--- src/rtl/mux_rr_arbiter.sv ---
// Round-robin arbiter that feeds one registered byte-select output from NumReq requesters.
// Optional burst lock (lock_i) is built in when MUX_RR_ARBITER_LOCK_EN is defined.

module mux_rr_arbiter #(
    parameter int Width  = 8,
    parameter int NumReq = 8,
    localparam int SelW  = $clog2(NumReq)
) (
    input  logic                    clk_i,
    input  logic                    rst_i,
    input  logic [NumReq-1:0]       req_i,
    input  logic [NumReq*Width-1:0] data_i,
`ifdef MUX_RR_ARBITER_LOCK_EN
    input  logic [NumReq-1:0]       lock_i,
`endif
    output logic [NumReq-1:0]       gnt_o,
    output logic [SelW-1:0]         sel_o,
    output logic                    out_valid_o,
    output logic [Width-1:0]        out_data_o,
    input  logic                    out_ready_i
);

    typedef enum logic {
        IDLE = 1'b0,
        FULL = 1'b1
    } state_e;

    typedef struct packed {
        logic            found;
        logic [SelW-1:0] idx;
    } pick_t;

    // First requesting index at or after start, wrapping modulo NumReq.
    // NumReq is a power of two, so SelW-bit addition wraps for free.
    function automatic pick_t pick_winner(input logic [NumReq-1:0] req,
                                          input logic [SelW-1:0]   start);
        pick_t           p;
        logic [SelW-1:0] idx;
        p = '0;
        for (int i = 0; i < NumReq; i++) begin
            idx = start + SelW'(i);
            if (!p.found && req[idx]) begin
                p.found = 1'b1;
                p.idx   = idx;
            end
        end
        return p;
    endfunction

    state_e           state_q, state_d;
    logic [SelW-1:0]  ptr_q,   ptr_d;
    logic [SelW-1:0]  sel_q,   sel_d;
    logic [Width-1:0] data_q,  data_d;
    logic             valid_q, valid_d;

    pick_t            pick;
    logic             cap;
    logic             grant;

    always_comb begin
        pick  = pick_winner(req_i, ptr_q);
        cap   = (state_q == IDLE) || out_ready_i;
        // No grant while reset is asserted, so no requester believes its word was taken.
        grant = rst_i && cap && pick.found;
        gnt_o = grant ? (NumReq'(1) << pick.idx) : '0;
    end

    always_comb begin
        // NOTE: every variable gets a default first so no path leaves it unassigned,
        // which would otherwise infer a latch.
        state_d = state_q;
        ptr_d   = ptr_q;
        sel_d   = sel_q;
        data_d  = data_q;
        valid_d = valid_q;

        if (grant) begin
            state_d = FULL;
            valid_d = 1'b1;
            sel_d   = pick.idx;
            data_d  = data_i[pick.idx*Width +: Width];
`ifdef MUX_RR_ARBITER_LOCK_EN
            ptr_d   = lock_i[pick.idx] ? pick.idx : pick.idx + SelW'(1);
`else
            ptr_d   = pick.idx + SelW'(1);
`endif
        end else if (state_q == FULL && out_ready_i) begin
            // Consumer took the word and nobody is asking: go empty, keep last data/sel.
            state_d = IDLE;
            valid_d = 1'b0;
        end
    end

    // NOTE: sequential state uses non-blocking assignments only, so every flop
    // samples the pre-edge value of every other flop.
    always_ff @(posedge clk_i) begin
        if (!rst_i) begin
            state_q <= IDLE;
            ptr_q   <= '0;
            sel_q   <= '0;
            data_q  <= '0;
            valid_q <= 1'b0;
        end else begin
            state_q <= state_d;
            ptr_q   <= ptr_d;
            sel_q   <= sel_d;
            data_q  <= data_d;
            valid_q <= valid_d;
        end
    end

    assign sel_o       = sel_q;
    assign out_data_o  = data_q;
    assign out_valid_o = valid_q;

endmodule

--- config.mk ---
export PLATFORM = sky130hd
export DESIGN_NAME = mux_rr_arbiter
export DESIGN_NICKNAME = d
export VERILOG_FILES = /design/src/rtl/mux_rr_arbiter.sv
export SDC_FILE = /design/constraint.sdc
export NUM_CORES = 1
export LEC_CHECK = 0
export CORE_MARGIN = 4
export CORE_UTILIZATION = 40
export DETAILED_ROUTE_END_ITERATION = 8
export PLACE_DENSITY_LB_ADDON = 0.2
export SLEW_MARGIN = 10
export SYNTH_ARGS = -nofsm -noshare
export SYNTH_HDL_FRONTEND = slang
export SYNTH_SLANG_ARGS = --single-unit
--- constraint.sdc ---
create_clock -name clk_i -period 4.67 [get_ports clk_i]
set_clock_uncertainty 0.1 [all_clocks]
set_input_delay 0.7005 -clock clk_i [delete_from_list [all_inputs] [get_ports clk_i]]
set_output_delay 0.7005 -clock clk_i [all_outputs]
set_load 0.01 [all_outputs]
==> qor.log, run 1 <==
[placement] Final GP Congestion 0.951
[power] Static Leakage 1.71 nW
[grt] met3 demand-to-capacity share in global routing 0.0417
[timing] post-layout min period 4530 ps
[placement] setup slack at placement -200 ps
[drt] via count normalized by instance count 5.93
[cts] CTS Sinks 15
[setup_path] Crit Path Max Fanout 7
[synth] Yosys warning count 0
[synth] count of state elements after synthesis 15
[cts] CTS clock-pin slew for the worst setup and hold paths 60 ps
[setup_path] type of destination of the critical path primary output
[setup_path] required time of the worst setup path 3870 ps
[synth] Unique masters post-synth 59
[grt] number of global-route vias before repair 3058
[grt] largest net degree at the start of global routing 25
[synth] cells after synthesis 278
[setup_path] slack of the worst reg-to-reg path 800 ps
[synth] share of synthesized area occupied by flip-flops and latches 0.126
[setup_path] data arrival at the endpoint of the critical path 3720 ps
[synth] cell accounting for the most synthesized area sky130_fd_sc_hd__mux4_2
[cts] Clock Tree Root sky130_fd_sc_hd__clkbuf_8
[synth] net count after synthesis 356
[grt] routing usage on met1 0.321
[setup_path] category of the most critical setup path reg -> out
[run] Maximum Capacitance Violations 0
[run_status] run status complete, no violations
[power] Total Power Consumption 3.23 mW
[timing] total count of hold-check failures in the final report 0
[synth] ys flop type sky130_fd_sc_hd__dfxtp_1
[timing] Fin Hold WS 399 ps
[synth] synthesized area per cell 8.57 um^2
[floorplan] die area 7260 um^2
[floorplan] die height 85.2 um
[grt] GR peak layer met2
[timing] worst setup margin 145 ps
[cts] Clock Latency Late Sink 250 ps
[cts] total number of H-tree levels 1
[drt] Routed Wire Length 9.19 mm
[timing] worst relative slew slack 0.714
[timing] Setup violations, final 0
[cells_and_area] most frequent cells in the layout 80 x sky130_fd_sc_hd__clkdlybuf4s50_1, 70 x sky130_fd_sc_hd__buf_4, 22 x sky130_fd_sc_hd__nor2_1
[placement] # port buffers 94
[cells_and_area] fin area 3970 um^2
[drt] routed wire length per instance 18.4 um
[drt] vias after detailed routing 2964
[cells_and_area] most common library cell in the layout ignoring fill and taps sky130_fd_sc_hd__clkdlybuf4s50_1
[timing] fraction of the cycle the final worst path needs 0.969
[grt] first-pass GRT wire length 14.7 mm
[timing] transition time at the pin with the least slew margin 428 ps
[floorplan] boundary pin count 95
[cts] TritonCTS clock tree yes
[cells_and_area] Synth-to-Final Area Change 66.6%
[placement] total cell area at the placement stage 3830 um^2
[cts] maximum buffer depth of the clock tree 2
[synth] Post-Syn Area 2380 um^2
[synth] top post-synthesis cells by area sky130_fd_sc_hd__mux4_2 15%, sky130_fd_sc_hd__dfxtp_1 13%, sky130_fd_sc_hd__mux2i_1 6.3%
[power] Max IR drop VDD 713 uV
[cts] number of buffers inserted during clock tree synthesis 3
[grt] antenna violations before repair 0
[drt] count of TritonRoute iterations in the first routing pass 4
[synth] proportion of netlist area held by the largest area contributor 0.151
[floorplan] CORE AREA 5640 um^2
[drt] DRC violations left 0
[grt] global-route usage over all layers 0.248
[grt] routing usage on met2 0.422
[floorplan] starting density of the core 0.422
[floorplan] die width 85.2 um
[placement] number of cells after detailed placement 495
[timing] highest attainable clock frequency 221 MHz
[synth] count of flip-flops with a built-in enable after synthesis 0
[floorplan] FP Rows 27
[drt] Detail Route Antenna Nets 0
[cells_and_area] fin util 0.704
[cts] Post-CTS Hold Buffers 0
[timing] Final Max Tran Viols 0
[synth] share of flip-flops with an asynchronous set or reset after synthesis 0
[cells_and_area] nets 507
[cells_and_area] antenna diode count 0
[cells_and_area] share of post-route cells with drive strength above 1 0.308
[grt] final global-route overflow total 0
[timing] TNS Setup 0 ps
[cells_and_area] final cell count without fillers 500
[placement] dpl hpwl 7.41 mm
[drt] first-iteration detailed-routing DRC count 276
[setup_path] startpoint types register
[hold_path] worst hold path type reg -> reg
[power] PwrDens 813 nW/um^2
logic make-up (layout without fill, tap and decap cells):
family,after synthesis,count (layout),synth area share
AO/OA/AOI/OAI,93,93,0.289
AND/OR/NAND/NOR,77,77,0.158
multiplexers,49,49,0.317
buffers and inverters,36,186,0.0761
flip-flops,15,15,0.126
XOR/XNOR,5,5,0.0184
adder cells (fa/ha/maj),3,3,0.0157
worst paths after layout:
check                              start             to  depth (start not counted)
worst min register to register  sel_o[2]       sel_o[2]                          1
worst max-delay path            ptr_q[1]       gnt_o[4]                         13
worst min-delay path            sel_o[2]       sel_o[2]                          1
worst max register to register  ptr_q[1]  out_data_o[4]                         14
power by group:
group,switching [mW],internal [mW]
Clock,0.0512,0.0591
Sequential,0.0223,0.174
Combinational,1.45,1.48
Total,1.52,1.71
layout make-up:
class                      instances  area, um^2
clock buffer                       3        41.3
clock inverter                     1        5.00
fill                             464        1670
inverter                          17        63.8
multi-input combinational        227        2000
sequential                        15         300
tap                               72        90.1
timing repair buffer             165        1480
synth_stat cells (2+ instances only):
cell and instances:
sky130_fd_sc_hd__nor4_1 2, sky130_fd_sc_hd__a21oi_1 14, sky130_fd_sc_hd__o21bai_1 2, sky130_fd_sc_hd__inv_1 13, sky130_fd_sc_hd__a22o_1 5, sky130_fd_sc_hd__mux2i_1 15, sky130_fd_sc_hd__o2111ai_1 6, sky130_fd_sc_hd__buf_6 4
sky130_fd_sc_hd__a21o_1 4, sky130_fd_sc_hd__o31ai_1 5, sky130_fd_sc_hd__xor2_1 3, sky130_fd_sc_hd__a211oi_1 12, sky130_fd_sc_hd__and2_1 3, sky130_fd_sc_hd__a22oi_1 7, sky130_fd_sc_hd__mux4_2 16, sky130_fd_sc_hd__nand2b_1 3
sky130_fd_sc_hd__xnor2_1 2, sky130_fd_sc_hd__o211a_1 3, sky130_fd_sc_hd__mux2_1 3, sky130_fd_sc_hd__o211ai_1 6, sky130_fd_sc_hd__mux2_2 10, sky130_fd_sc_hd__o22ai_1 4, sky130_fd_sc_hd__inv_2 2, sky130_fd_sc_hd__nand3_1 6
sky130_fd_sc_hd__clkinv_1 2, sky130_fd_sc_hd__nand2_1 13, sky130_fd_sc_hd__nor3_1 17, sky130_fd_sc_hd__mux2_4 3, sky130_fd_sc_hd__and3_1 2, sky130_fd_sc_hd__dfxtp_1 15, sky130_fd_sc_hd__mux4_1 2, sky130_fd_sc_hd__ha_1 3
sky130_fd_sc_hd__buf_4 2, sky130_fd_sc_hd__nor2_1 22, sky130_fd_sc_hd__or3_1 3, sky130_fd_sc_hd__o21ai_1 2, sky130_fd_sc_hd__buf_2 6, sky130_fd_sc_hd__clkbuf_1 5, sky130_fd_sc_hd__o21ai_0 11
flip-flops by register name, indices dropped and copies added (netlist names):
name / count
out_data_o: 8
ptr_q: 3
sel_o: 3
out_valid_o: 1
critical path, stage by stage (launching register included):
cell and delay, ps:
sky130_fd_sc_hd__dfxtp_1 320, sky130_fd_sc_hd__inv_1 80, sky130_fd_sc_hd__ha_4 310, sky130_fd_sc_hd__buf_6 150
sky130_fd_sc_hd__mux4_2 530, sky130_fd_sc_hd__buf_4 170, sky130_fd_sc_hd__mux2_2 250, sky130_fd_sc_hd__nand2_1 110
sky130_fd_sc_hd__a221o_1 280, sky130_fd_sc_hd__a21boi_4 110, sky130_fd_sc_hd__nor3_4 290, sky130_fd_sc_hd__buf_4 180
sky130_fd_sc_hd__and3_1 170, sky130_fd_sc_hd__clkdlybuf4s50_1 540
per-layer routing:
layer,vias to the layer above,part of all wire
li1,1394,-
met1,1417,0.40
met2,144,0.51
met3,9,0.072
met4,0,0.011
met5,-,0
what timing repair did:
item | CTS | global route
endpoints found under the setup margin | 8 | 6
gates resized for setup | 22 | 16
cloned | 0 | 0
pin swaps | 3 | 3
buffers inserted | 0 | 1
(Power assumes the default switching activity.)
==> inputs of run 2 (changes only) <==
Settings changed: DONT_BUFFER_PORTS from default to 1, PLACE_DENSITY from default to 0.62, PLACE_DENSITY_LB_ADDON 0.2 to default, SKIP_LAST_GASP from default to 1.
==> run 2 against run 1 <==
Against the previous run:
- fmax up 1.3%
- register-to-register slack lost 260 ps
- setup slack better by 58 ps
- clock power is essentially flat
- total power is 23% lower
- via count shrank 21%
- worst hold slack better by 37 ps
- die area unchanged
- critical path type unchanged
- critical endpoint is now gnt_o[0]
- largest cell class unchanged
- highest routed layer unchanged
==> qor.log, run 2 (synthesis gave the netlist of run 1 again) <==
[run_status] run status complete, no violations
[drt] routed wire length per instance 20.2 um
[hold_path] startpoint of the lowest-slack hold path sel_o[1]
[cells_and_area] fill cell instance count of the final layout 568
[timing] TNS Setup 0 ps
[timing] post-layout min period 4470 ps
[grt] global-route usage over all layers 0.195
[timing] total count of hold-check failures in the final report 0
[cells_and_area] fin area 2580 um^2
[cts] TritonCTS clock tree yes
[drt] Routed Wire Length 7.15 mm
[run] Maximum Capacitance Violations 0
[setup_path] data arrival at the endpoint of the critical path 3670 ps
[cts] number of buffers inserted during clock tree synthesis 3
[grt] number of global-route vias before repair 2306
[floorplan] die area 7260 um^2
[cells_and_area] antenna diode count 0
[timing] fraction of the cycle the final worst path needs 0.957
[cts] Clock Latency Late Sink 250 ps
[floorplan] starting density of the core 0.422
[grt] final global-route overflow total 0
[drt] DRC violations left 0
[setup_path] worst reg2reg path endpoint out_data_o[2]
[setup_path] type of destination of the critical path primary output
[timing] Final Max Tran Viols 0
[cts] CTS Sinks 15
[cts] CTS clock-pin slew for the worst setup and hold paths 60 ps
[power] Max IR drop VDD 572 uV
[cells_and_area] most frequent cells in the layout 20 x sky130_fd_sc_hd__nor2_1, 18 x sky130_fd_sc_hd__buf_4, 17 x sky130_fd_sc_hd__nor3_1
[timing] worst setup margin 202 ps
[timing] Fin Hold WS 437 ps
[drt] Detail Route Antenna Nets 0
[setup_path] required time of the worst setup path 3870 ps
[cts] Clock Tree Root sky130_fd_sc_hd__clkbuf_8
[grt] antenna violations before repair 0
[floorplan] FP Rows 27
[timing] worst relative slew slack 0.498
[timing] highest attainable clock frequency 224 MHz
[cts] maximum buffer depth of the clock tree 2
[power] PwrDens 959 nW/um^2
[power] Total Power Consumption 2.48 mW
[drt] vias after detailed routing 2337
[placement] # port buffers 0
[placement] setup slack at placement 211 ps
[cells_and_area] flip-flop count of the largest register after layout 8
[drt] first-iteration detailed-routing DRC count 171
[cells_and_area] fin util 0.458
[hold_path] worst hold path cell count 2
[grt] first-pass GRT wire length 11.7 mm
[timing] Setup violations, final 0
[cts] total number of H-tree levels 1
[floorplan] die width 85.2 um
[timing] transition time at the pin with the least slew margin 748 ps
[floorplan] die height 85.2 um
[placement] number of cells after detailed placement 347
[floorplan] CORE AREA 5640 um^2
[cells_and_area] Synth-to-Final Area Change 8.40%
[cells_and_area] share of post-route cells with drive strength above 1 0.242
[cells_and_area] final cell count without fillers 353
[drt] count of TritonRoute iterations in the first routing pass 4
[hold_path] worst hold path type reg -> reg
[cells_and_area] most common library cell in the layout ignoring fill and taps sky130_fd_sc_hd__nor2_1
[grt] largest net degree at the start of global routing 25
[timing] setup repair after global routing missed its margin true
[setup_path] slack of the worst reg-to-reg path 540 ps
[placement] total cell area at the placement stage 2480 um^2
[setup_path] logic depth of the worst register-to-register path 13
[setup_path] Crit Path Max Fanout 8
[hold_path] end point of the most critical hold path sel_o[1]
[power] Static Leakage 0.999 nW
[setup_path] startpoint types register
[drt] via count normalized by instance count 6.62
[placement] Final GP Congestion 0.879
[setup_path] startpoint of the lowest-slack register-to-register path ptr_q[1]
[cells_and_area] nets 360
[cts] Post-CTS Hold Buffers 0
[setup_path] category of the most critical setup path reg -> out
[floorplan] boundary pin count 95
[placement] dpl hpwl 5.73 mm
run 2: critical path, cell delays in order (launching register included):
cell and delay [ps]:
sky130_fd_sc_hd__dfxtp_1 330, sky130_fd_sc_hd__inv_1 80, sky130_fd_sc_hd__ha_2 460, sky130_fd_sc_hd__mux2_2 380, sky130_fd_sc_hd__o22ai_1 320, sky130_fd_sc_hd__o21ai_1 240, sky130_fd_sc_hd__a21oi_1 280, sky130_fd_sc_hd__o21ai_0 190
sky130_fd_sc_hd__a22o_1 280, sky130_fd_sc_hd__a21oi_4 220, sky130_fd_sc_hd__nand2_1 220, sky130_fd_sc_hd__nor3_1 260, sky130_fd_sc_hd__buf_4 170
run 2: repair_timing:
| item | in CTS | in global routing |
|---|---|---|
| setup endpoints to repair | 2 | 8 |
| buffers inserted | 0 | 2 |
| endpoints found under the hold margin | 0 | 0 |
| pin swaps | 0 | 2 |
| gates resized for setup | 2 | 7 |
run 2: worst max path at each step:
stage | end | start | slack (ps)
6_report | gnt_o[0] | ptr_q[1] | 200
5_1_grt | gnt_o[5] | ptr_q[1] | -80
4_1_cts | gnt_o[0] | ptr_q[1] | 50
3_5_place_dp | gnt_o[0] | ptr_q[1] | 210
3_3_place_gp | gnt_o[0] | ptr_q[1] | 160
2_1_floorplan | gnt_o[7] | ptr_q[0] | 150
run 2: routing by layer:
| metal | global-route usage | vias up | share of wire |
|---|---|---|---|
| li1 | - | 1101 | - |
| met4 | 0.0432 | 0 | 0.011 |
| met1 | 0.258 | 1123 | 0.42 |
| met3 | 0.0311 | 11 | 0.065 |
| met5 | 0 | - | 0 |
| met2 | 0.332 | 102 | 0.51 |
run 2: final cells by class:
cell class              count  area (um^2)  area share
multi-input cells         227         1950       0.754
flip-flops and latches     15          300       0.116
inverters                  17         63.8      0.0247
clock buffers               3         41.3      0.0160
well taps                  72         90.1      0.0349
clock inverters             1         5.00     0.00194
repair buffers             18          135      0.0523
run 2: power by group:
group	internal (mW)	leakage [nW]	total, mW	switching, mW
clock network	0.0592	0.0255	0.110	0.0511
logic	0.965	0.849	2.14	1.18
registers	0.174	0.124	0.226	0.0519
total	1.20	0.999	2.48	1.28
